<file path="src/rtl/mem_ctrl_pkg.sv">
// Shared encodings for the RAM access controller: FSM states, size codes,
// read/write polarity and requester port IDs.
package mem_ctrl_pkg;

    typedef enum logic [2:0] {
        ST_IDLE    = 3'd0,
        ST_WAIT    = 3'd1,
        ST_RELEASE = 3'd2,
        ST_ACK     = 3'd3,
        ST_ERR     = 3'd4
    } state_t;

    localparam logic [1:0] MS_BYTE = 2'b00;
    localparam logic [1:0] MS_HALF = 2'b01;
    localparam logic [1:0] MS_WORD = 2'b10;
    localparam int         MS_SIGN = 2;

    localparam logic RW_READ = 1'b1;

    localparam logic PORT_I = 1'b0;
    localparam logic PORT_D = 1'b1;

    // Size code 11 is undefined and is rejected like a misaligned access.
    function automatic logic is_misaligned(input logic [1:0] ms, input logic [1:0] addr);
        case (ms)
            MS_BYTE: return 1'b0;
            MS_HALF: return addr[0];
            MS_WORD: return (addr != 2'b00);
            default: return 1'b1;
        endcase
    endfunction

endpackage

</file>
<file path="src/rtl/mem_rr_arbiter.sv">
// Two-way arbiter between fetch (I) and data (D) requesters with a last-grant
// pointer; FIXED_PRIO=1 makes D win every conflict.
module mem_rr_arbiter
    import mem_ctrl_pkg::*;
#(
    parameter int FIXED_PRIO = 0
) (
    input  logic Clk,
    input  logic Reset_n,
    input  logic i_req_i,
    input  logic i_req_d,
    input  logic i_upd,
    input  logic i_upd_port,
    output logic o_gnt_valid,
    output logic o_gnt_port
);

    logic r_last;

    // Pointer starts at D so the fetch port wins the first tie after reset.
    always_ff @(posedge Clk or negedge Reset_n) begin
        if (!Reset_n) begin
            r_last <= PORT_D;
        end else if (i_upd) begin
            r_last <= i_upd_port;
        end
    end

    always_comb begin
        o_gnt_valid = i_req_i | i_req_d;
        o_gnt_port  = i_req_d ? PORT_D : PORT_I;
        if (FIXED_PRIO == 0 && i_req_i && i_req_d) begin
            o_gnt_port = (r_last == PORT_D) ? PORT_I : PORT_D;
        end
    end

endmodule

</file>
<file path="src/rtl/mem_access_ctrl.sv">
// MOV/MOC/MOCoff sequencer for the 256x8 RAM serving a fetch and a data port.
// Define MEM_TIMEOUT_EN to add a MOC watchdog that ends WAIT with an error Ack.
module mem_access_ctrl
    import mem_ctrl_pkg::*;
#(
    parameter int FIXED_PRIO  = 0,
    parameter int MOC_TIMEOUT = 15
) (
    input  logic        Clk,
    input  logic        Reset_n,
    input  logic        I_Req,
    input  logic [31:0] I_Addr,
    output logic        I_Ack,
    output logic        I_Err,
    output logic [31:0] I_Rdata,
    input  logic        D_Req,
    input  logic        D_RW,
    input  logic [2:0]  D_MS,
    input  logic [31:0] D_Addr,
    input  logic [31:0] D_Wdata,
    output logic        D_Ack,
    output logic        D_Err,
    output logic [31:0] D_Rdata,
    output logic        MOV,
    output logic        ReadWrite,
    output logic [2:0]  MS_2_0,
    output logic [31:0] MemAddress,
    output logic [31:0] MemDataIn,
    output logic        MOCoff,
    input  logic        MOC,
    input  logic [31:0] MemDataOut,
    output logic        Busy
);

    state_t      r_state;
    state_t      w_next;
    logic        r_port;
    logic        r_rw;
    logic [2:0]  r_ms;
    logic [31:0] r_addr;
    logic [31:0] r_wdata;
    logic [31:0] r_i_rdata;
    logic [31:0] r_d_rdata;

    logic        w_gnt_valid;
    logic        w_gnt_port;
    logic        w_upd;
    logic        w_start;
    logic        w_misalign;
    logic        w_sel_rw;
    logic [2:0]  w_sel_ms;
    logic [31:0] w_sel_addr;
    logic [31:0] w_sel_wdata;
    logic        w_to_hit;
    logic        w_to_err;
    logic        w_ack;
    logic        w_err;

`ifdef MEM_TIMEOUT_EN
    localparam int CNT_W = $clog2(MOC_TIMEOUT + 1);
    logic [CNT_W-1:0] r_cnt;
    logic             r_to_err;

    always_ff @(posedge Clk or negedge Reset_n) begin
        if (!Reset_n) begin
            r_cnt    <= '0;
            r_to_err <= 1'b0;
        end else if (r_state == ST_IDLE) begin
            r_cnt    <= '0;
            r_to_err <= 1'b0;
        end else if (r_state == ST_WAIT) begin
            r_cnt <= r_cnt + 1'b1;
            if (w_to_hit) r_to_err <= 1'b1;
        end
    end

    assign w_to_hit = (r_state == ST_WAIT) && !MOC && (r_cnt == CNT_W'(MOC_TIMEOUT - 1));
    assign w_to_err = r_to_err;
`else
    assign w_to_hit = 1'b0;
    assign w_to_err = 1'b0;
`endif

    mem_rr_arbiter #(
        .FIXED_PRIO(FIXED_PRIO)
    ) u_arb (
        .Clk        (Clk),
        .Reset_n    (Reset_n),
        .i_req_i    (I_Req),
        .i_req_d    (D_Req),
        .i_upd      (w_upd),
        .i_upd_port (r_port),
        .o_gnt_valid(w_gnt_valid),
        .o_gnt_port (w_gnt_port)
    );

    // Fetches are always unsigned word reads regardless of the data port inputs.
    always_comb begin
        w_sel_rw           = RW_READ;
        w_sel_ms           = '0;
        w_sel_ms[1:0]      = MS_WORD;
        w_sel_ms[MS_SIGN]  = 1'b0;
        w_sel_addr         = I_Addr;
        w_sel_wdata        = '0;
        if (w_gnt_port == PORT_D) begin
            w_sel_rw    = D_RW;
            w_sel_ms    = D_MS;
            w_sel_addr  = D_Addr;
            w_sel_wdata = D_Wdata;
        end
        w_misalign = is_misaligned(w_sel_ms[1:0], w_sel_addr[1:0]);
    end

    // A stale MOC in IDLE is cleared first; no grant is made that cycle.
    assign w_start = (r_state == ST_IDLE) && !MOC && w_gnt_valid;
    assign w_upd   = (r_state == ST_ACK) || (r_state == ST_ERR);

    always_ff @(posedge Clk or negedge Reset_n) begin
        if (!Reset_n) r_state <= ST_IDLE;
        else          r_state <= w_next;
    end

    always_comb begin
        w_next = r_state;
        MOV    = 1'b0;
        MOCoff = 1'b0;
        w_ack  = 1'b0;
        w_err  = 1'b0;
        case (r_state)
            ST_IDLE: begin
                MOCoff = MOC && Reset_n;
                if (w_start) w_next = w_misalign ? ST_ERR : ST_WAIT;
            end
            ST_WAIT: begin
                MOV = 1'b1;
                if (MOC || w_to_hit) w_next = ST_RELEASE;
            end
            ST_RELEASE: begin
                MOCoff = 1'b1;
                w_next = ST_ACK;
            end
            ST_ACK: begin
                w_ack  = 1'b1;
                w_err  = w_to_err;
                w_next = ST_IDLE;
            end
            ST_ERR: begin
                w_ack  = 1'b1;
                w_err  = 1'b1;
                w_next = ST_IDLE;
            end
            default: w_next = ST_IDLE;
        endcase
        I_Ack = w_ack && (r_port == PORT_I);
        I_Err = w_err && (r_port == PORT_I);
        D_Ack = w_ack && (r_port == PORT_D);
        D_Err = w_err && (r_port == PORT_D);
    end

    always_ff @(posedge Clk or negedge Reset_n) begin
        if (!Reset_n) begin
            r_port    <= PORT_I;
            r_rw      <= 1'b0;
            r_ms      <= '0;
            r_addr    <= '0;
            r_wdata   <= '0;
            r_i_rdata <= '0;
            r_d_rdata <= '0;
        end else begin
            if (w_start) begin
                r_port  <= w_gnt_port;
                r_rw    <= w_sel_rw;
                r_ms    <= w_sel_ms;
                r_addr  <= w_sel_addr;
                r_wdata <= w_sel_wdata;
            end
            if (r_state == ST_WAIT && MOC && r_rw == RW_READ) begin
                if (r_port == PORT_I) r_i_rdata <= MemDataOut;
                else                  r_d_rdata <= MemDataOut;
            end
        end
    end

    assign ReadWrite  = r_rw;
    assign MS_2_0     = r_ms;
    assign MemAddress = r_addr;
    assign MemDataIn  = r_wdata;
    assign I_Rdata    = r_i_rdata;
    assign D_Rdata    = r_d_rdata;
    assign Busy       = (r_state != ST_IDLE);

endmodule

</file>
<file path="config.mk">
export PLATFORM = sky130hd
export DESIGN_NAME = mem_access_ctrl
export DESIGN_NICKNAME = d
export VERILOG_FILES = /design/src/rtl/mem_ctrl_pkg.sv /design/src/rtl/mem_rr_arbiter.sv /design/src/rtl/mem_access_ctrl.sv
export SDC_FILE = /design/constraint.sdc
export NUM_CORES = 1
export LEC_CHECK = 0
export BUFFER_PORTS_ARGS = -buffer_cell sky130_fd_sc_hd__buf_2
export CORE_AREA = 2 2 119 121
export CTS_CLUSTER_DIAMETER = 80
export DETAILED_ROUTE_END_ITERATION = 8
export DIE_AREA = 0 0 121 123
export GPL_TIMING_DRIVEN = 0
export HOLD_SLACK_MARGIN = 0.12
export PLACE_DENSITY = 0.75
export SLEW_MARGIN = 10
export SYNTH_ARGS = -nofsm -noshare
export SYNTH_HDL_FRONTEND = slang
export SYNTH_SLANG_ARGS = --single-unit
</file>
<file path="constraint.sdc">
create_clock -name Clk -period 2.3 [get_ports Clk]
set_input_delay 0.23 -clock Clk [delete_from_list [all_inputs] [get_ports Clk]]
set_output_delay 0.23 -clock Clk [all_outputs]
set_load 0.01 [all_outputs]
</file>
After elaboration in Yosys (flattened, before gate mapping)
Index checks and enable logic that the tools add are counted.

operators by class
  divide/modulo/power cells = 0
  shift operators = 0
  bitwise operators = 2
  add/sub/neg operators = 0
  multipliers = 0
  eq/ne operators = 8
  reduce and logical (&&, ||, !) cells = 20
  muxes and demuxes = 16
  $lt $le $gt $ge = 0

operator list
  cell                                                 count
  two-way mux 32 bit                                   2
  two-way mux 3 bit                                    4
  logical AND 1 bit                                    10
  case mux 3 bit (3 select lines)                      1
  two-way mux 1 bit                                    7
  equality test 3 x 2 -> 1 bit, second input constant  2
  AND reduction 2 bit                                  3
  inequality test 2 bit, second input constant         2
  equality test 3 x 1 -> 1 bit, second input constant  1
  equality test 3 bit, second input constant           1
  zero test 3 bit                                      1
  case mux 1 bit (3 select lines)                      1
  nonzero test 3 bit                                   1
  equality test 2 x 1 -> 1 bit, second input constant  1
  equality test 2 bit, second input constant           1
  zero test 2 bit                                      1
  case mux 1 bit (2 select lines)                      1
  nonzero test 2 bit                                   1
  OR reduction 2 bit                                   1
  zero test 1 bit                                      1
  logical OR 1 bit                                     1
  inverter 1 bit                                       1
  OR 1 bit                                             1

storage, ports and cells
  word-level logic and storage cells = 55
  input bits = 137
  memories = 0
  latch bits = 0
  memory bits (read-only) = 0
  RAM bits = 0
  register bits after elaboration = 137
  output and inout port bits = 139

Depth between registers and ports, before layout
  word-level depth = 8
  mapped depth = 6
  mapped depth without buffers = 3

Hierarchy
From an unflattened synthesis, not the netlist that was laid out.

unflattened totals
  cell total of the unflattened synthesis = 473
  area, all modules = 6127.1 um2

by module, submodules not included
  module           area each (um2)  instances  cells each  seq. area each (um2)
  mem_access_ctrl  6072.1           1          469         3403.3
  mem_rr_arbiter   55.1             1          4           26.3

Worst setup path before layout
Ideal clock, no wire load.

  path kind = register to register
  start point = register r_state[2]
  end point = register r_i_rdata[10] (netlist: I_Rdata[10])
  slack = 301 ps
  data required time = 2175 ps
  data arrival time = 1874 ps
  period minus slack after synthesis = 1999 ps
  setup time = 125 ps
  path buffers = 3
  cell stages (with the launch flop) = 7
  cell sequence = dfrtp_1 clkbuf_1 nor3b_1 and4b_1 clkbuf_1 buf_4 mux2_2

on the way
  longest elaborated chain between the ends = 4

ends and longest elaborated chain
  element                               RTL line                source
  from (decl)                           mem_access_ctrl.sv:35   state_t r_state;
  from (signal assigned)                mem_access_ctrl.sv:120  else r_state <= w_next;
  equality test 3 x 1 -> 1 bit          mem_access_ctrl.sv:177  if (r_state == ST_WAIT && MOC && r_rw == RW_READ) begin
  logical AND 1 bit (2 in series)       mem_access_ctrl.sv:177
  AND reduction 2 bit (no source line)  -
  to (signal assigned)                  mem_access_ctrl.sv:178  if (r_port == PORT_I) r_i_rdata <= MemDataOut;
  to (decl)                             mem_access_ctrl.sv:42   logic [31:0] r_i_rdata;

No other way between the ends.
A chain may end at the register's enable or synchronous reset.

Final worst setup path
  start point = register r_state[1]
  end point = register r_addr[31] (netlist: MemAddress[31])

on the way
  longest elaborated chain between the ends = 3

ends and longest elaborated chain
  element                          RTL line                source
  zero test 3 bit                  mem_access_ctrl.sv:115  assign w_start = (r_state == ST_IDLE) && !MOC && w_gnt_valid;
  logical AND 1 bit (2 in series)  mem_access_ctrl.sv:115
  to (signal assigned)             mem_access_ctrl.sv:174  r_addr <= w_sel_addr;
  to (decl)                        mem_access_ctrl.sv:40   logic [31:0] r_addr;

No other way between the ends.

==> metrics.md <==
| Metric | Value |
|---|---|
| Run status | finished clean |
| Net Switching | 0.00357 W |
| Mean post-synth cell area | 13.6 µm² |
| Final hold viol count | 0 |
| Post-DR wirelength/cell | 16.3 µm |
| Layout Nets | 931 |
| Post-synthesis cell count | 430 |
| Fin Hold WS | 0.158 ns |
| Sw frac | roughly 33% |
| Worst skew pair latency | 0.41 ns |
| Largest net degree at the start of global routing | 83 |
| Period utilization | between 90% and 100% |
| Num Clock Sinks | between 100 and 150 |
| Final worst slack | roughly 0.20 ns |
| Drt first pass iters | 4 |
| Combinational share of power | 36.4% |
| Clock share of power | a little over a quarter |
| Post-Layout Cell Count | 987 |
| I/O pins | about 280 |
| Yosys warnings | 0 |
| Total GRT Usage | 21.9% |
| Seq/Total Area, Yosys | between 50% and 60% |
| Routed WL | ~16000 µm |
| Synthesized area | between 0.005 and 0.006 mm² |
| CP required | between 2 and 3 ns |
| Yosys cell types | 27 |
| CTS Buf Count | 17 |
| DP HPWL | 11300 µm |
| DR vias/cell | 4.75 |
| I/O Buffers | roughly 280 |
| Ant diodes | 0 |
| Synthesis-stage register bit count | 137 |
| Placed Cells | 886 |
| Commonest non-fill, non-tap cell in the layout | buf_2 |
| Iteration-0 DRC Markers | 159 |
| # setup viols final | 0 |
| Worst hold path depth | 3 |
| Post-layout power | 0.0109 W |
| DRC viols | 0 |
| Startpoint Class | flip-flop |
| Vias in the first global route | 5077 |
| Via count | ~4700 |
| Most frequent cells in the layout | buf_2, dfrtp_1, mux2_2, dlygate4sd3_1 |
| Die X | 121 µm |
| MaxCap Viol Count | 0 |
| Final Max Slew Viols | 0 |
| Worst-Margin Slew | 0.597 ns |
| Setup TNS | 0 ns |
| Die ar. | roughly 0.015 mm² |
| Slew margin rel. | 60.2% |
| Power per Cell Area | around 1200 mW/mm² |
| Min-Delay Path Class | in2reg |
| Die Ht | around 120 µm |
| FILL cells | 1021 |
| First-pass GRT wire length | 25300 µm |
| RSZ-0062 raised after global routing | false |
| Core Area | 0.0136 mm² |
| Initial core utilization | 43.0% |
| Worst setup EP type | flip-flop |
| Setup WS pre-CTS | -0.156 ns |
| Leakage | 4.43 nW |
| VDD IR max | 747 µV |
| Share of cells above drive strength 1 | between 50% and 60% |
| Register share of total power | 37.1% |
| Worst Path Max Fanout | 10 |
| Longest Clk Path Bufs | 2 |
| H-tree levels | 4 |
| Length in cells of the worst reg-to-reg path | 6 |
| Clock transition at path regs | 0.06 ns |
| Routed Antenna Nets | 0 |
| Fin crit period | 2.10 ns |
| Root Driver | clkbuf_16 |
| Gpl congestion | 0.807 |
| Cell Rows | 43 |
| Critical path arrival | roughly 2.4 ns |
| CTS tree | done |
| Post-Syn Nets | 567 |
| Cell Int Power | 0.00730 W |
| Fmax | 0.476 GHz |
| Overflow after GRT | 0 |
| Initial antenna violation count | 0 |
| WS Path Type | reg2reg |
| Skew final | 0.00818 ns |
| Area Overhead vs Synth | 50.7% |
[metrics by stage]
stage / cell area (µm²) / utilization (%)
floorplan: 5860 / -
global placement: 7460 / 54.8
detailed placement: 7490 / 55.0
CTS: 8830 / 64.8
global route: 8830 / 64.9
finish: 8830 / 64.9
[critical path, stage by stage (launching register included)]
cell and delay [ns]:
dfrtp_1 0.37, clkbuf_1 0.19, or3_1 0.46, nor3_4 0.23, buf_12 0.15, buf_4 0.21
mux2_2 0.36
[final timing paths]
kind,from,end,slack (ns)
setup / recovery,r_state[1],MemAddress[31],0.20
setup reg to reg,r_state[1],MemAddress[31],0.20
min in group asynchronous,Reset_n,I_Rdata[24],0.35
hold reg to reg,MemAddress[0],MemAddress[0],0.48
max in group asynchronous,Reset_n,MemAddress[19],1.18
hold / removal,D_RW,ReadWrite,0.16
[cells by family after synthesis]
kind of cell / count (synthesis) / synth area share [%]
and+or+nand+nor: 56 / 4.57
DFF: 137 / 58.6
buffers and inverters: 60 / 4.53
AOI/OAI and AO/OA: 12 / 1.35
muxes: 165 / 31.0
[per-layer routing]
metal	up-vias	global-route usage (%)	part of all wire [%]
met1	2299	25.0	39
met4	0	8.36	2.0
met3	27	5.35	5.8
met2	170	39.8	54
li1	2194	-	-
met5	-	0	0
[synth_stat cells]
cell	number	share of area, %
a311oi_1	1	0.15
clkbuf_1	13	0.83
inv_1	35	2.2
and3_1	2	0.21
a21boi_0	1	0.13
nor3_4	1	0.28
mux2_1	8	1.5
or3_1	2	0.21
nor2_1	4	0.26
nand2_1	35	2.2
and4b_1	1	0.17
nor3b_1	2	0.26
o221a_2	1	0.19
nand2b_1	3	0.32
mux2i_1	34	5.8
nand3b_1	2	0.26
buf_4	10	1.3
nor3_1	3	0.26
o21ai_0	3	0.26
dfrtp_1	136	58
o31a_1	1	0.15
nand4_1	1	0.11
mux2_2	123	24
a21boi_1	1	0.13
dfstp_2	1	0.45
a21oi_1	4	0.34
buf_2	2	0.17
[cell type report]
cell class / instances / area (µm²) / share of cell area, %
buffer: 25 / 135 / 1.53
clock inverter: 13 / 180 / 2.04
inverter: 35 / 131 / 1.49
clock buffer: 19 / 453 / 5.13
tap: 180 / 225 / 2.55
sequential: 137 / 3430 / 38.8
timing repair buffer: 345 / 2110 / 23.9
multi-input combinational: 233 / 2170 / 24.5
[power groups by stage]
stage / sequential (W) / combinational [W] / clock (W)
floorplan: 0.00453 / 0.00164 / 0
detailed placement: 0.00405 / 0.00387 / 0
global route: 0.00417 / 0.00431 / 0.00308
CTS: 0.00403 / 0.00400 / 0.00294
global placement: 0.00398 / 0.00375 / 0
finish: 0.00404 / 0.00396 / 0.00287
[registers in the layout (all words and copies together), names as in the netlist]
| signal | cells |
|---|---|
| MemDataIn | 32 |
| MemAddress | 32 |
| ReadWrite | 1 |
| D_Rdata | 32 |
| u_arb.r_last | 1 |
| MS_2_0 | 3 |
| I_Rdata | 32 |
| r_state | 3 |
| r_port | 1 |
[repair_timing]
| action | 4_1_cts | 5_1_grt |
|---|---|---|
| hold endpoints to repair | 152 | 0 |
| endpoints found under the setup margin | 47 | 2 |
| resized for setup | 1 | 2 |
| hold buffers | 67 | 0 |
| setup buffers | 2 | 0 |
| pin swaps | 1 | 0 |
Power figures use the tool's default switching activity.
